File: config.mk
export PLATFORM = sky130hd
export DESIGN_NAME = wb_port_arbiter
export DESIGN_NICKNAME = d
export VERILOG_FILES = /design/src/rtl/wb_port_arbiter_pkg.sv /design/src/rtl/wb_port_arbiter_rr_arb2.sv /design/src/rtl/wb_port_arbiter.sv
export SDC_FILE = /design/constraint.sdc
export NUM_CORES = 1
export LEC_CHECK = 0
export ABC_AREA = 0
export CAP_MARGIN = 20
export CORE_UTILIZATION = 38
export CTS_CLUSTER_SIZE = 24
export DETAILED_ROUTE_END_ITERATION = 12
export GPL_TIMING_DRIVEN = 0
export PLACE_DENSITY = 0.8
export SLEW_MARGIN = 20
export SYNTH_ARGS = -nofsm -noshare
export SYNTH_HDL_FRONTEND = slang
export SYNTH_SLANG_ARGS = --single-unit
File: constraint.sdc
create_clock -name clk -period 1.9 [get_ports clk]
set_input_delay 0.38 -clock clk [delete_from_list [all_inputs] [get_ports clk]]
set_output_delay 0.38 -clock clk [all_outputs]
set_load 0.1 [all_outputs]
File: src/rtl/wb_port_arbiter_pkg.sv
// wb_port_arbiter_pkg: last-winner state encoding and mux-select constants shared with select users.
package wb_port_arbiter_pkg;
   localparam logic ST_LAST_A = 1'b1;
   localparam logic ST_LAST_B = 1'b0;
   localparam logic SEL_A     = 1'b1;
   localparam logic SEL_B     = 1'b0;
endpackage

File: src/rtl/wb_port_arbiter_rr_arb2.sv
// rr_arb2: two-input round-robin grant with a last-winner flop; grants are one-hot or zero.
module rr_arb2
   import wb_port_arbiter_pkg::*;
(
   input  logic clk,
   input  logic rst,
   input  logic req_a,
   input  logic req_b,
   input  logic stall,
   output logic gnt_a,
   output logic gnt_b,
   output logic state
);
   logic go;

   assign go    = !rst && !stall;
   assign gnt_a = go && req_a && (!req_b || state == ST_LAST_B);
   assign gnt_b = go && req_b && (!req_a || state == ST_LAST_A);

   always_ff @(posedge clk or posedge rst) begin
      if (rst)        state <= ST_LAST_B;
      else if (gnt_a) state <= ST_LAST_A;
      else if (gnt_b) state <= ST_LAST_B;
   end
endmodule

File: src/rtl/wb_port_arbiter.sv
// wb_port_arbiter: shares one register-file write port between A (ALU) and B (load data),
// registering the winner into a single write stage and counting contended cycles.
module wb_port_arbiter
   import wb_port_arbiter_pkg::*;
#(
   parameter int DATA_W = 32,
   parameter int ADDR_W = 5,
   parameter int CNT_W  = 8
) (
   input  logic              clk,
   input  logic              rst,
   input  logic              req_a,
   input  logic [ADDR_W-1:0] addr_a,
   input  logic [DATA_W-1:0] data_a,
   output logic              gnt_a,
   input  logic              req_b,
   input  logic [ADDR_W-1:0] addr_b,
   input  logic [DATA_W-1:0] data_b,
   output logic              gnt_b,
   input  logic              stall,
   output logic              sel,
   output logic              wr_en,
   output logic [ADDR_W-1:0] wr_addr,
   output logic [DATA_W-1:0] wr_data,
   output logic [CNT_W-1:0]  contention
);
   logic state;

   rr_arb2 u_arb (
      .clk   (clk),
      .rst   (rst),
      .req_a (req_a),
      .req_b (req_b),
      .stall (stall),
      .gnt_a (gnt_a),
      .gnt_b (gnt_b),
      .state (state)
   );

   // with no grant, keep pointing at the last winner so the mux does not toggle
   assign sel = (gnt_a || gnt_b) ? (gnt_a ? SEL_A : SEL_B)
                                 : (state == ST_LAST_A ? SEL_A : SEL_B);

   always_ff @(posedge clk or posedge rst) begin
      if (rst) begin
         wr_en   <= 1'b0;
         wr_addr <= '0;
         wr_data <= '0;
      end else if (!stall) begin
         wr_en <= gnt_a || gnt_b;
         if (gnt_a) begin
            wr_addr <= addr_a;
            wr_data <= data_a;
         end else if (gnt_b) begin
            wr_addr <= addr_b;
            wr_data <= data_b;
         end
      end
   end

   always_ff @(posedge clk or posedge rst) begin
      if (rst)                                                   contention <= '0;
      else if (req_a && req_b && !stall && contention != '1)     contention <= contention + 1'b1;
   end
endmodule

Word-level counts from Yosys, hierarchy flattened
Cells that the tools add are included.

Flip-flop bits (word level): 47. Input port bits: 79. Output and inout port bits: 49.

$add $sub $neg: 1. Eq/ne operators: 1. Muxes and demuxes: 9. Bitwise operators: 2. Reduce and logical (&&, ||, !) cells: 17.

Operators with widths (count): 32-bit two-way mux (2); 5-bit two-way mux (2); 8-bit by 1-bit adder with 8-bit output (second input constant) (1); 1-bit logical AND (8); 8-bit != test (second input constant) (1); 1-bit two-way mux (5); 1-bit logical NOT (4); 1-bit logical OR (3); 1-bit inverter (2); 2-bit AND reduction (1); 2-bit nonzero test (1).

Logic depth before layout (Yosys ltp)
Depth in word-level cells: 6. Mapped depth: 7. Depth with buffers taken out: 5.

Hierarchy
A second synthesis with hierarchy kept.

Cells, all modules: 210. Area total of the unflattened synthesis: 2255.9 sq um.

Modules (own cells, without submodules): wb_port_arbiter (instances 1, cells an instance 202, area each 2184.6 sq um); rr_arb2 (instances 1, cells an instance 8, area each 71.3 sq um).

Worst setup path after synthesis
Ideal clock, no wire load.

Path type: input to output. Start: input stall. End: output sel. Arrival time: 2152 ps. Required time: 1520 ps. Slack: -632 ps. Stages: 3. Buffers on the path: 0. Path through: nor2_4 > a21oi_1 > a31oi_1.

Cells in the longest elaborated chain, start to end: 6. Elaborated cells on any way between the ends: 9.

Ends and longest elaborated chain: start, declared (RTL line wb_port_arbiter.sv:20) `input logic stall,`; 1-bit logical NOT * (RTL line wb_port_arbiter_rr_arb2.sv:16) `assign go = !rst && !stall;`; 1-bit logical AND * (RTL line wb_port_arbiter_rr_arb2.sv:16); 1-bit logical AND, on equally long branches (2 in series) (RTL line wb_port_arbiter_rr_arb2.sv:17, wb_port_arbiter_rr_arb2.sv:18); 1-bit two-way mux / 1-bit logical OR (equally long branches) (RTL line wb_port_arbiter.sv:41) `assign sel = (gnt_a || gnt_b) ? (gnt_a ? SEL_A : SEL_B)`; 1-bit two-way mux * (RTL line wb_port_arbiter.sv:41); end, declared (RTL line wb_port_arbiter.sv:21) `output logic sel,`.

Mark *: on every way between the ends. The rest lies on a longest branch, timed or not.

Worst setup path after layout
Start: register wr_data[0]. End: output wr_data[0].

RTL lines: start, declared (RTL line wb_port_arbiter.sv:24) `output logic [DATA_W-1:0] wr_data,`; start signal, assigned (RTL line wb_port_arbiter.sv:53) `wr_data <= data_a;`; start signal, assigned (RTL line wb_port_arbiter.sv:56) `wr_data <= data_b;`.

No word-level cell between the ends.

==> results.sh <==
export IMPL_grt_pass1_wl_mm=10.3
export IMPL_worst_slack_ps=38.9
export IMPL_fin_crit_sh_pct=98.0
export IMPL_worst_setup_path_start_kind="flop"
export IMPL_drc=0
export IMPL_pwr_share_clk_pct=13.8
export IMPL_synth_area_um2=2220
export IMPL_post_place_ws_ps=-1160
export IMPL_leakagePower_nw=1.58
export IMPL_grtUsageTotal_pct=21.6
export IMPL_cp_end_kind="output pin"
export IMPL_layout_commonest_cell="nand2_1"
export IMPL_viasPerCell=4.90
export IMPL_r2r_end="contention[1]$_DFFE_PP0P_"
export IMPL_run_status="finished clean"
export IMPL_fillerInstances=516
export IMPL_p_total_mw=4.20
export IMPL_postCtsHoldBufs=0
export IMPL_gr_total_overflow=0
export IMPL_netSwitchingFraction_pct=53.6
export IMPL_period_needed_ps=1860
export IMPL_worstSetupPathType="flop to output pin"
export IMPL_cpPeakStageDelay_ps=820
export IMPL_nNetsFinal=470
export IMPL_cp_data_arrival_time_ps=1480
export IMPL_grt_max_degree=25
export IMPL_syn_num_nets=334
export IMPL_startpoint="wr_data[0]$_DFFE_PP0P_"
export IMPL_drt_iter0_markers=75
export IMPL_seqPwrFrac_pct=32.1
export IMPL_worstPathRequired_ps=1520
export IMPL_cts_tree="yes"
export IMPL_ir_worst_vdd_uv=578
export IMPL_crit_path_end="wr_data[0]"
export IMPL_cellInternalPower_mw=1.95
export IMPL_rows=27
export IMPL_ys_types=26
export IMPL_slowest_stage="clkdlybuf4s15_1"
export IMPL_postSynthCellCount=254
export IMPL_rsz0062_at_grt="no"
export IMPL_die_h_um=78.4
export IMPL_wl_mm=6.33
export IMPL_mostFrequentLayoutCells="82 x nand2_1, 74 x clkdlybuf4s50_1, 41 x dfrtp_1"
export IMPL_clock_latency_ps=300
export IMPL_crit_chain="clkdlybuf4s15_1"
export IMPL_htreeDepth=2
export IMPL_power_frac_comb_pct=54.1
export IMPL_critical_path_n_buffers_inverters=1
export IMPL_reg2reg_slack_ps=520
export IMPL_die_x_um=78.4
export IMPL_drive_gt1_share_pct=19.9
export IMPL_post_dp_hpwl_mm=4.78
export IMPL_ant_nets=0
export IMPL_drt_first_pass_iters=4
export IMPL_maxSlewViolCount=0
export IMPL_hold_viol_final=0
export IMPL_dr_total_vias=2271
export IMPL_numCtsBuffers=5
export IMPL_fmax_mhz=537
export IMPL_ios=128
export IMPL_cp_top_family="buffers and inverters"
export IMPL_yosysWarnings=0
export IMPL_reg2reg_from="contention[3]$_DFFE_PP0P_"
export IMPL_area_delta_synth_final_pct=62.0
export IMPL_relSlewSlack_pct=35.4
export IMPL_grt_pass1_vias=2186
export IMPL_antenna_found_initial=0
export IMPL_synth_area_per_cell_um2=8.72
export IMPL_wl_per_cell_um=13.7
export IMPL_root_buffer="clkbuf_8"
export IMPL_tightest_slew_ps=973
export IMPL_ys_ff_latch=47
export IMPL_maxCapViolCount=0
export IMPL_crit_fanout=2
export IMPL_seq_area_frac_synth_pct=53.1
export IMPL_power_density_nw_per_um2=1170
export IMPL_die_area_um2=6140
export IMPL_gp_congestion=0.800
export IMPL_cts_reportedPaths_clkPinSlew_ps=90
export IMPL_io_buffer_count=127
export IMPL_switching_power_mw=2.25
export IMPL_clock_sinks=47
export IMPL_critical_path_depth=1
export IMPL_cts_buffer_depth=2
export IMPL_setup_viol=0
export IMPL_core_um2=5570
export IMPL_hp_class="input pin to asynchronous set/reset pin"
export IMPL_start_util_pct=39.8
export IMPL_rr_worst_depth=4
export IMPL_n_antenna_cell=0
export IMPL_clock_skew_final_ps=7.07
Yosys cell counts:
cell type,n,area (µm²)
nand3_1,2,10.0
mux2_1,1,11.3
mux2_2,2,22.5
a21oi_1,5,25.0
a31oi_1,39,244
nor3_2,1,10.0
inv_2,1,3.75
mux2i_1,1,10.0
and4_1,1,8.76
dfrtp_1,47,1180
xnor2_1,3,26.3
nand3_2,1,10.0
inv_1,3,11.3
buf_4,6,45.0
nor2_4,1,11.3
nand2_1,82,308
nand2b_1,1,6.26
nand4_1,2,12.5
buf_6,3,33.8
nor2_1,40,150
buf_2,7,35.0
nand4b_1,1,8.76
ha_1,1,12.5
and3b_1,1,8.76
a21o_1,1,7.51
o21a_1,1,7.51
layer usage:
| metal | vias up | GRT usage (%) | routed length, µm |
|---|---|---|---|
| li1 | 1124 | - | - |
| met1 | 1053 | 26.8 | 2770 |
| met2 | 86 | 36.1 | 3080 |
| met3 | 8 | 6.74 | 412 |
| met4 | 0 | 6.30 | 72 |
| met5 | - | 0 | 0 |
power by group through the flow:
stage | combinational [mW] | clock, mW | sequential [mW]
global route | 2.36 | 0.643 | 1.38
global placement | 2.38 | 0 | 1.36
finish | 2.27 | 0.581 | 1.35
floorplan | 0.370 | 0 | 2.72
CTS | 2.32 | 0.605 | 1.35
detailed placement | 2.41 | 0 | 1.37
cell type report:
class	instances	area [µm²]	area share [%]
clock inverters	3	15.0	0.418
flip-flops and latches	47	1180	33.0
inverters	4	15.0	0.418
clock buffers	5	68.8	1.92
multi-input cells	187	921	25.7
repair buffers	129	1180	32.9
plain buffers	16	116	3.24
well taps	72	90.1	2.51
stage by stage:
stage,util [%],hold slack [ps],TNS (ps),cells,area (µm²)
6_report,64.4,332,0,463,3590
5_1_grt,64.4,360,0,463,3590
4_1_cts,66.4,345,0,463,3700
3_5_place_dp,64.8,477,-4500,454,3610
3_3_place_gp,64.5,462,-35290,453,3590
2_1_floorplan,-,483,-79.5,254,2230
worst min-delay path by stage:
stage | from | to | slack (ps) | cells after the start
6_report | rst | wr_data[7]$_DFFE_PP0P_ | 330 | 2
5_1_grt | rst | wr_data[7]$_DFFE_PP0P_ | 360 | 2
4_1_cts | rst | wr_data[7]$_DFFE_PP0P_ | 350 | 2
3_5_place_dp | wr_en$_DFFE_PP0N_ | wr_en$_DFFE_PP0N_ | 480 | 1
3_3_place_gp | wr_en$_DFFE_PP0N_ | wr_en$_DFFE_PP0N_ | 460 | 1
2_1_floorplan | req_b | u_arb.state$_DFFE_PP0P_ | 480 | 1
kinds of logic (layout without fill, tap and decap cells):
kind of cell / count (synthesis) / count (layout) / share of synthesized area [%]
xor gates and xnor gates: 3 / 3 / 1.19
buffers and inverters: 20 / 157 / 5.82
AOI/OAI and AO/OA: 46 / 46 / 12.8
adders and majority gates: 1 / 1 / 0.565
muxes: 4 / 4 / 1.98
DFF: 47 / 47 / 53.1
and+or+nand+nor: 133 / 133 / 24.6
flip-flops by register name, indices dropped and copies added (netlist names):
name         count
wr_en            1
u_arb.state      1
wr_data         32
wr_addr          5
contention       8
repair_timing:
action	in CTS	in global routing
cloned	0	0
resized for setup	106	48
setup endpoints to repair	49	37
pin swaps	1	0
buffers inserted	1	0
Note: power is estimated with default switching activity, not from simulation.
